File: config.mk
export PLATFORM = sky130hd
export DESIGN_NAME = id_ex_ctrl_stage_flat
export DESIGN_NICKNAME = d
export VERILOG_FILES = /design/src/rtl/id_ex_ctrl_stage_if.sv /design/src/rtl/id_ex_ctrl_stage.sv /design/src/flat_wrapper.sv
export SDC_FILE = /design/constraint.sdc
export NUM_CORES = 1
export LEC_CHECK = 0
export CELL_PAD_IN_SITES_DETAIL_PLACEMENT = 1
export CELL_PAD_IN_SITES_GLOBAL_PLACEMENT = 2
export CORE_ASPECT_RATIO = 1.75
export CORE_MARGIN = 4
export CORE_UTILIZATION = 23
export CTS_BUF_LIST = sky130_fd_sc_hd__clkbuf_8 sky130_fd_sc_hd__clkbuf_16
export CTS_CLUSTER_DIAMETER = 40
export DETAILED_ROUTE_END_ITERATION = 7
export GPL_ROUTABILITY_DRIVEN = 0
export PLACE_DENSITY_LB_ADDON = 0.1
export RECOVER_POWER = 25
export SYNTH_ARGS = -nofsm -noshare
export SYNTH_HDL_FRONTEND = slang
export SYNTH_SLANG_ARGS = --single-unit
File: constraint.sdc
create_clock -name i_clk -period 2.5 [get_ports i_clk]
set_input_delay 0.5 -clock i_clk [delete_from_list [all_inputs] [get_ports i_clk]]
set_output_delay 0.5 -clock i_clk [all_outputs]
set_load 0.005 [all_outputs]
File: src/rtl/id_ex_ctrl_stage_if.sv
// Decode-to-execute control bundle: decoded lines in, registered lines out.
// The pipeline stage takes the slave side; the driver of decode takes master.
interface id_ex_ctrl_stage_if #(
    parameter int REG_SZ    = 5,
    parameter int ALU_OP_SZ = 3
);
    logic                 i_enable;
    logic                 i_flush_D;
    logic [ALU_OP_SZ-1:0] i_alu_op_MC;
    logic                 i_reg_dst_MC;
    logic                 i_jal_sel_MC;
    logic                 i_alu_src_MC;
    logic                 i_mem_read_MC;
    logic                 i_mem_write_MC;
    logic                 i_mem_to_reg_MC;
    logic                 i_reg_write_MC;
    logic                 i_halt_MC;
    logic [1:0]           i_bhw_MC;
    logic [REG_SZ-1:0]    i_rs_D;
    logic [REG_SZ-1:0]    i_rt_D;
    logic [REG_SZ-1:0]    i_rd_D;

    logic [ALU_OP_SZ-1:0] o_alu_op_E;
    logic                 o_reg_dst_E;
    logic                 o_jal_sel_E;
    logic                 o_alu_src_E;
    logic                 o_mem_read_E;
    logic                 o_mem_write_E;
    logic                 o_mem_to_reg_E;
    logic                 o_reg_write_E;
    logic                 o_halt_E;
    logic [1:0]           o_bhw_E;
    logic [REG_SZ-1:0]    o_rs_E;
    logic [REG_SZ-1:0]    o_rt_E;
    logic [REG_SZ-1:0]    o_rd_E;
    logic                 o_stall_D;
    logic                 o_halted;

    modport master (
        output i_enable, i_flush_D, i_alu_op_MC,
        output i_reg_dst_MC, i_jal_sel_MC, i_alu_src_MC,
        output i_mem_read_MC, i_mem_write_MC, i_mem_to_reg_MC,
        output i_reg_write_MC, i_halt_MC, i_bhw_MC,
        output i_rs_D, i_rt_D, i_rd_D,
        input  o_alu_op_E, o_reg_dst_E, o_jal_sel_E,
        input  o_alu_src_E, o_mem_read_E, o_mem_write_E,
        input  o_mem_to_reg_E, o_reg_write_E, o_halt_E,
        input  o_bhw_E, o_rs_E, o_rt_E, o_rd_E,
        input  o_stall_D, o_halted
    );

    modport slave (
        input  i_enable, i_flush_D, i_alu_op_MC,
        input  i_reg_dst_MC, i_jal_sel_MC, i_alu_src_MC,
        input  i_mem_read_MC, i_mem_write_MC, i_mem_to_reg_MC,
        input  i_reg_write_MC, i_halt_MC, i_bhw_MC,
        input  i_rs_D, i_rt_D, i_rd_D,
        output o_alu_op_E, o_reg_dst_E, o_jal_sel_E,
        output o_alu_src_E, o_mem_read_E, o_mem_write_E,
        output o_mem_to_reg_E, o_reg_write_E, o_halt_E,
        output o_bhw_E, o_rs_E, o_rt_E, o_rd_E,
        output o_stall_D, o_halted
    );
endinterface

File: src/rtl/id_ex_ctrl_stage.sv
// ID/EX control register with load-use bubble insertion and HALT drain.
// Once a HALT is accepted the front end is frozen until reset.
module id_ex_ctrl_stage #(
    parameter int REG_SZ       = 5,
    parameter int ALU_OP_SZ    = 3,
    parameter int DRAIN_CYCLES = 3
) (
    input  logic                     i_clk,
    input  logic                     i_reset,
    id_ex_ctrl_stage_if.slave        bus
);

    typedef struct packed {
        logic [ALU_OP_SZ-1:0] alu_op;
        logic                 reg_dst;
        logic                 jal_sel;
        logic                 alu_src;
        logic                 mem_read;
        logic                 mem_write;
        logic                 mem_to_reg;
        logic                 reg_write;
        logic                 halt;
        logic [1:0]           bhw;
        logic [REG_SZ-1:0]    rs;
        logic [REG_SZ-1:0]    rt;
        logic [REG_SZ-1:0]    rd;
    } ctrl_t;

    typedef enum logic [1:0] {
        RUN    = 2'd0,
        DRAIN  = 2'd1,
        HALTED = 2'd2
    } state_t;

    localparam logic [1:0] CNT_INIT = 2'(DRAIN_CYCLES - 1);

    ctrl_t  ctrl_q, ctrl_d;
    ctrl_t  dec;
    state_t state_q, state_d;
    logic [1:0] cnt_q, cnt_d;
    logic   hz;

    // Gather the decoded instruction into one bundle.
    always_comb begin
        dec            = '0;
        dec.alu_op     = bus.i_alu_op_MC;
        dec.reg_dst    = bus.i_reg_dst_MC;
        dec.jal_sel    = bus.i_jal_sel_MC;
        dec.alu_src    = bus.i_alu_src_MC;
        dec.mem_read   = bus.i_mem_read_MC;
        dec.mem_write  = bus.i_mem_write_MC;
        dec.mem_to_reg = bus.i_mem_to_reg_MC;
        dec.reg_write  = bus.i_reg_write_MC;
        dec.halt       = bus.i_halt_MC;
        dec.bhw        = bus.i_bhw_MC;
        dec.rs         = bus.i_rs_D;
        dec.rt         = bus.i_rt_D;
        dec.rd         = bus.i_rd_D;
    end

    // Load in E whose destination feeds the instruction in D; $zero never counts.
    always_comb begin
        hz = ctrl_q.mem_read
           & (ctrl_q.rt != '0)
           & ((ctrl_q.rt == bus.i_rs_D) | (ctrl_q.rt == bus.i_rt_D));
    end

    // Next E contents and drain sequencing; disabled cycles hold everything.
    always_comb begin
        ctrl_d  = ctrl_q;
        state_d = state_q;
        cnt_d   = cnt_q;
        if (bus.i_enable) begin
            unique case (state_q)
                RUN: begin
                    if (bus.i_flush_D || hz) begin
                        ctrl_d = '0;
                    end else begin
                        ctrl_d = dec;
                        if (dec.halt) begin
                            state_d = DRAIN;
                            cnt_d   = CNT_INIT;
                        end
                    end
                end
                DRAIN: begin
                    ctrl_d = '0;
                    if (cnt_q == 2'd0) begin
                        state_d = HALTED;
                    end else begin
                        cnt_d = cnt_q - 2'd1;
                    end
                end
                HALTED: begin
                    ctrl_d = '0;
                end
                default: begin
                    ctrl_d  = '0;
                    state_d = RUN;
                    cnt_d   = '0;
                end
            endcase
        end
    end

    // Stage register, FSM state and drain counter.
    always_ff @(posedge i_clk) begin
        if (!i_reset) begin
            ctrl_q  <= '0;
            state_q <= RUN;
            cnt_q   <= '0;
        end else begin
            ctrl_q  <= ctrl_d;
            state_q <= state_d;
            cnt_q   <= cnt_d;
        end
    end

    // Registered execute-side outputs and front-end controls.
    always_comb begin
        bus.o_alu_op_E     = ctrl_q.alu_op;
        bus.o_reg_dst_E    = ctrl_q.reg_dst;
        bus.o_jal_sel_E    = ctrl_q.jal_sel;
        bus.o_alu_src_E    = ctrl_q.alu_src;
        bus.o_mem_read_E   = ctrl_q.mem_read;
        bus.o_mem_write_E  = ctrl_q.mem_write;
        bus.o_mem_to_reg_E = ctrl_q.mem_to_reg;
        bus.o_reg_write_E  = ctrl_q.reg_write;
        bus.o_halt_E       = ctrl_q.halt;
        bus.o_bhw_E        = ctrl_q.bhw;
        bus.o_rs_E         = ctrl_q.rs;
        bus.o_rt_E         = ctrl_q.rt;
        bus.o_rd_E         = ctrl_q.rd;
        bus.o_stall_D      = hz | (state_q != RUN);
        bus.o_halted       = (state_q == HALTED);
    end

endmodule

File: src/flat_wrapper.sv
// flat-port wrapper written by rule: the top's interface ports become plain ports
module id_ex_ctrl_stage_flat 
#(
    parameter int REG_SZ       = 5,
    parameter int ALU_OP_SZ    = 3,
    parameter int DRAIN_CYCLES = 3
)
  (i_clk, i_reset, bus_i_enable, bus_i_flush_D, bus_i_alu_op_MC, bus_i_reg_dst_MC, bus_i_jal_sel_MC, bus_i_alu_src_MC, bus_i_mem_read_MC, bus_i_mem_write_MC, bus_i_mem_to_reg_MC, bus_i_reg_write_MC, bus_i_halt_MC, bus_i_bhw_MC, bus_i_rs_D, bus_i_rt_D, bus_i_rd_D, bus_o_alu_op_E, bus_o_reg_dst_E, bus_o_jal_sel_E, bus_o_alu_src_E, bus_o_mem_read_E, bus_o_mem_write_E, bus_o_mem_to_reg_E, bus_o_reg_write_E, bus_o_halt_E, bus_o_bhw_E, bus_o_rs_E, bus_o_rt_E, bus_o_rd_E, bus_o_stall_D, bus_o_halted);
  id_ex_ctrl_stage_if #(.REG_SZ(REG_SZ), .ALU_OP_SZ(ALU_OP_SZ)) bus_i ();
  input  logic i_clk;
  input  logic i_reset;
  input wire logic [$bits(bus_i.i_enable)-1:0] bus_i_enable;
  input wire logic [$bits(bus_i.i_flush_D)-1:0] bus_i_flush_D;
  input wire logic [$bits(bus_i.i_alu_op_MC)-1:0] bus_i_alu_op_MC;
  input wire logic [$bits(bus_i.i_reg_dst_MC)-1:0] bus_i_reg_dst_MC;
  input wire logic [$bits(bus_i.i_jal_sel_MC)-1:0] bus_i_jal_sel_MC;
  input wire logic [$bits(bus_i.i_alu_src_MC)-1:0] bus_i_alu_src_MC;
  input wire logic [$bits(bus_i.i_mem_read_MC)-1:0] bus_i_mem_read_MC;
  input wire logic [$bits(bus_i.i_mem_write_MC)-1:0] bus_i_mem_write_MC;
  input wire logic [$bits(bus_i.i_mem_to_reg_MC)-1:0] bus_i_mem_to_reg_MC;
  input wire logic [$bits(bus_i.i_reg_write_MC)-1:0] bus_i_reg_write_MC;
  input wire logic [$bits(bus_i.i_halt_MC)-1:0] bus_i_halt_MC;
  input wire logic [$bits(bus_i.i_bhw_MC)-1:0] bus_i_bhw_MC;
  input wire logic [$bits(bus_i.i_rs_D)-1:0] bus_i_rs_D;
  input wire logic [$bits(bus_i.i_rt_D)-1:0] bus_i_rt_D;
  input wire logic [$bits(bus_i.i_rd_D)-1:0] bus_i_rd_D;
  output wire logic [$bits(bus_i.o_alu_op_E)-1:0] bus_o_alu_op_E;
  output wire logic [$bits(bus_i.o_reg_dst_E)-1:0] bus_o_reg_dst_E;
  output wire logic [$bits(bus_i.o_jal_sel_E)-1:0] bus_o_jal_sel_E;
  output wire logic [$bits(bus_i.o_alu_src_E)-1:0] bus_o_alu_src_E;
  output wire logic [$bits(bus_i.o_mem_read_E)-1:0] bus_o_mem_read_E;
  output wire logic [$bits(bus_i.o_mem_write_E)-1:0] bus_o_mem_write_E;
  output wire logic [$bits(bus_i.o_mem_to_reg_E)-1:0] bus_o_mem_to_reg_E;
  output wire logic [$bits(bus_i.o_reg_write_E)-1:0] bus_o_reg_write_E;
  output wire logic [$bits(bus_i.o_halt_E)-1:0] bus_o_halt_E;
  output wire logic [$bits(bus_i.o_bhw_E)-1:0] bus_o_bhw_E;
  output wire logic [$bits(bus_i.o_rs_E)-1:0] bus_o_rs_E;
  output wire logic [$bits(bus_i.o_rt_E)-1:0] bus_o_rt_E;
  output wire logic [$bits(bus_i.o_rd_E)-1:0] bus_o_rd_E;
  output wire logic [$bits(bus_i.o_stall_D)-1:0] bus_o_stall_D;
  output wire logic [$bits(bus_i.o_halted)-1:0] bus_o_halted;
  assign bus_i.i_enable = bus_i_enable;
  assign bus_i.i_flush_D = bus_i_flush_D;
  assign bus_i.i_alu_op_MC = bus_i_alu_op_MC;
  assign bus_i.i_reg_dst_MC = bus_i_reg_dst_MC;
  assign bus_i.i_jal_sel_MC = bus_i_jal_sel_MC;
  assign bus_i.i_alu_src_MC = bus_i_alu_src_MC;
  assign bus_i.i_mem_read_MC = bus_i_mem_read_MC;
  assign bus_i.i_mem_write_MC = bus_i_mem_write_MC;
  assign bus_i.i_mem_to_reg_MC = bus_i_mem_to_reg_MC;
  assign bus_i.i_reg_write_MC = bus_i_reg_write_MC;
  assign bus_i.i_halt_MC = bus_i_halt_MC;
  assign bus_i.i_bhw_MC = bus_i_bhw_MC;
  assign bus_i.i_rs_D = bus_i_rs_D;
  assign bus_i.i_rt_D = bus_i_rt_D;
  assign bus_i.i_rd_D = bus_i_rd_D;
  assign bus_o_alu_op_E = bus_i.o_alu_op_E;
  assign bus_o_reg_dst_E = bus_i.o_reg_dst_E;
  assign bus_o_jal_sel_E = bus_i.o_jal_sel_E;
  assign bus_o_alu_src_E = bus_i.o_alu_src_E;
  assign bus_o_mem_read_E = bus_i.o_mem_read_E;
  assign bus_o_mem_write_E = bus_i.o_mem_write_E;
  assign bus_o_mem_to_reg_E = bus_i.o_mem_to_reg_E;
  assign bus_o_reg_write_E = bus_i.o_reg_write_E;
  assign bus_o_halt_E = bus_i.o_halt_E;
  assign bus_o_bhw_E = bus_i.o_bhw_E;
  assign bus_o_rs_E = bus_i.o_rs_E;
  assign bus_o_rt_E = bus_i.o_rt_E;
  assign bus_o_rd_E = bus_i.o_rd_E;
  assign bus_o_stall_D = bus_i.o_stall_D;
  assign bus_o_halted = bus_i.o_halted;
  id_ex_ctrl_stage #(.REG_SZ(REG_SZ), .ALU_OP_SZ(ALU_OP_SZ), .DRAIN_CYCLES(DRAIN_CYCLES)) u_core (.i_clk(i_clk), .i_reset(i_reset), .bus(bus_i));
endmodule
==> results of run 1 <==
-- cell type report --
cell class	count	area (um^2)	share of cell area
Inverter	3	11.3	0.00541
Tap cell	55	68.8	0.0330
Timing Repair Buffer	69	662	0.318
Clock inverter	1	30.0	0.0144
Multi-Input combinational cell	70	573	0.275
Clock buffer	7	96.3	0.0462
Sequential cell	32	642	0.308
-- logic make-up (layout without fill, tap and decap cells) --
kind of cell               after synthesis  after routing  synth area share
DFF                                     32             32             0.512
and+or+nand+nor                         19             19            0.0830
AOI/OAI and AO/OA                       39             39             0.274
muxes                                    1              1           0.00800
xor gates and xnor gates                10             10            0.0700
buffers and inverters                   10             80            0.0430
adders and majority gates                1              1            0.0100
-- metrics by stage --
step                      total power, uW  instance area [um^2]  hold WS [ns]  setup slack (ns)   util
after global routing                 1330                  2080         0.491             0.237  0.396
after detailed placement              739                  1950         0.461            -0.132  0.371
final                                1270                  2080         0.468             0.330  0.396
after floorplan                       620                  1250         0.466             0.569      -
after CTS                            1290                  2080         0.482           0.00119  0.396
after global placement                735                  1950         0.459            -0.131  0.371
-- what timing repair did --
| item | in CTS | in global routing |
|---|---|---|
| endpoints found under the setup margin | 1 | 1 |
| pin swaps | 4 | 1 |
| resized for setup | 13 | 1 |
-- cells in the final DEF (no fill, tap or decap), types with 2 or more instances in the layout --
cell / count
clkdlybuf4s50_1: 37
dfxtp_1: 31
a22o_1: 28
dlygate4sd3_1: 14
xnor2_1: 10
dlygate4sd2_1: 9
buf_4: 8
clkbuf_8: 7
nand2_1: 6
inv_1: 3
a21boi_0: 3
nor2b_1: 2
nand3_1: 2
nand3b_1: 2
nand4_1: 2
o21ai_0: 2
-- final timing paths --
path | slack (ns) | from | end | cells after the start
setup / recovery | 0.33 | u_core.bus.o_rt_E[4] | bus_o_stall_D | 5
hold / removal | 0.47 | u_core.bus.o_alu_op_E[0] | u_core.bus.o_alu_op_E[0] | 1
setup reg to reg | 0.49 | u_core.bus.o_rt_E[4] | u_core.bus.o_rt_E[4] | 5
hold reg to reg | 0.47 | u_core.bus.o_alu_op_E[0] | u_core.bus.o_alu_op_E[0] | 1
-- power by group --
| group | total [uW] | internal (uW) | switching (uW) |
|---|---|---|---|
| Combinational | 170 | 108 | 62.4 |
| Sequential | 547 | 531 | 16.7 |
| Clock | 548 | 352 | 196 |
-- sequential cells by signal, indices dropped and copies added (netlist names) --
register                   flops
u_core.bus.o_rd_E              5
u_core.bus.o_rt_E              5
u_core.bus.o_reg_write_E       1
u_core.bus.o_jal_sel_E         1
u_core.bus.o_mem_write_E       1
u_core.bus.o_bhw_E             2
u_core.bus.o_mem_read_E        1
u_core.bus.o_halt_E            1
u_core.bus.o_reg_dst_E         1
u_core.state_q                 2
u_core.bus.o_mem_to_reg_E      1
u_core.cnt_q                   2
u_core.bus.o_alu_src_E         1
u_core.bus.o_rs_E              5
u_core.bus.o_alu_op_E          3
-- worst max-delay path, stage by stage (launching register included) --
cell and delay, ns:
dfxtp_2 0.35, or4_1 0.53, o21a_4 0.24, nand2_1 0.07
nand2_1 0.05, dlymetal6s2s_1 0.15
-- metal layers --
layer | vias to the layer above | track usage
met2 | 36 | 0.260
met1 | 550 | 0.138
met3 | 4 | 0.0309
met4 | 0 | 0.0510
met5 | - | 0
li1 | 558 | -
==> impl_metrics.tcl, run 1 <==
set metrics [dict create \
    status "completed" \
    synth_most_common_cell "dfxtp_1" \
    leakage_uw 0.000846 \
    std_cell_rows 35 \
    critPathRequiredTime_ns 2.00 \
    max_freq_mhz 461 \
    cts_root_buf "clkbuf_8" \
    max_slew_margin 0.772 \
    start_util 0.238 \
    hold_buffers 0 \
    cts_setup_buffers 0 \
    antenna_found_initial 0 \
    period_share 0.868 \
    synth_seq_cells 32 \
    synth_nets 145 \
    clk_path_buf_depth 2 \
    clk_latency_ns 0.28 \
    slew_viol_final 0 \
    crit_type "flop to output pin" \
    grt_pass1_wl_um 7060 \
    drc 0 \
    drv_cap 0 \
    syn_area_mm2 0.00125 \
    vias 1148 \
    wire_per_inst_um 17.6 \
    drive_above_1_share 0.115 \
    grt_start_max_net_pins 29 \
    p_per_area_mw_per_mm2 607 \
    cts_tree "yes" \
    synth.top_cell.area_share 0.512 \
    n_fill_cell 603 \
    h-tree-depth 2 \
    die_area_mm2 0.00673 \
    clock_skew_ns 0.00696 \
    drtIter0Drc 29 \
    overflow 0 \
    endpoint_kind "output pin" \
    synthTopCellsByCount "dfxtp_1 (32), a22o_1 (28), xnor2_1 (10)" \
    synth_area_leaders "dfxtp_1 (51%), a22o_1 (20%), xnor2_1 (7.0%)" \
    worstPathArrival_ns 1.67 \
    pin_count 62 \
    wl_met2_um 2380 \
    met3WireLength_um 144 \
    rsz0062_at_grt "no" \
    clk_pin_slew_worst_paths_ns 0.07 \
    period_minus_slack_ns 2.17 \
    netlist_instances 112 \
    cts.sinks 32 \
    numCtsBuffers 5 \
    synth_edf_count 0 \
    ys_types 27 \
    dr.max_layer_used "met4" \
    layout.cells.non_filler 237 \
    dieWidth_um 63.8 \
    synth-seq-area-share 0.512 \
    placed_cells 229 \
    coreArea_mm2 0.00526 \
    vias_per_cell 4.84 \
    async_reset_ff_frac 0 \
    layout.nets 214 \
    ir_drop_mv 0.256 \
    drt.antenna.violating_nets 0 \
    dp.final_hpwl_um 3240 \
    finalSetupViolCount 0 \
    grt_pass1_vias 1351 \
    areaGrowthSynthToFinish_pct 66.5 \
    drtPass1Iterations 3 \
    yosys_warnings 0 \
    diodes 0 \
    path_max_fanout 5 \
    worstMarginPinSlew_ns 0.341 \
    totalWireLength_um 4170 \
    grt.total_usage 0.136 \
    tns_ns 0 \
    worstHoldPathType "flop to flop" \
    syn_area_per_cell_um2 11.2 \
    ys.flop_type "dfxtp_1" \
    yosysTopAreaCell "dfxtp_1" \
    wl_met1_um 1600 \
    io_buffers 61 \
    start_kind "flop" \
    hold_violations 0 \
    die_y_um 106 \
]
(Power assumes the default switching activity.)
==> inputs of run 2 (changes only) <==
--- a/config.mk
+++ b/config.mk
@@ -5,6 +5,7 @@
 export SDC_FILE = /design/constraint.sdc
 export NUM_CORES = 1
 export LEC_CHECK = 0
+export CAP_MARGIN = 10
 export CELL_PAD_IN_SITES_DETAIL_PLACEMENT = 1
 export CELL_PAD_IN_SITES_GLOBAL_PLACEMENT = 2
 export CORE_ASPECT_RATIO = 1.75
@@ -16,6 +17,7 @@
 export GPL_ROUTABILITY_DRIVEN = 0
 export PLACE_DENSITY_LB_ADDON = 0.1
 export RECOVER_POWER = 25
+export SKIP_LAST_GASP = 1
 export SYNTH_ARGS = -nofsm -noshare
 export SYNTH_HDL_FRONTEND = slang
 export SYNTH_SLANG_ARGS = --single-unit
==> results of run 2 <==
No change in the layout: final DEF, timing and power equal those of run 1.
==> inputs of run 3 (changes only) <==
--- a/config.mk
+++ b/config.mk
@@ -5,7 +5,6 @@
 export SDC_FILE = /design/constraint.sdc
 export NUM_CORES = 1
 export LEC_CHECK = 0
-export CAP_MARGIN = 10
 export CELL_PAD_IN_SITES_DETAIL_PLACEMENT = 1
 export CELL_PAD_IN_SITES_GLOBAL_PLACEMENT = 2
 export CORE_ASPECT_RATIO = 1.75
@@ -18,6 +17,7 @@
 export PLACE_DENSITY_LB_ADDON = 0.1
 export RECOVER_POWER = 25
 export SKIP_LAST_GASP = 1
+export SLEW_MARGIN = 20
 export SYNTH_ARGS = -nofsm -noshare
 export SYNTH_HDL_FRONTEND = slang
 export SYNTH_SLANG_ARGS = --single-unit
==> results of run 3 <==
No change in the layout: final DEF, timing and power equal those of run 1.
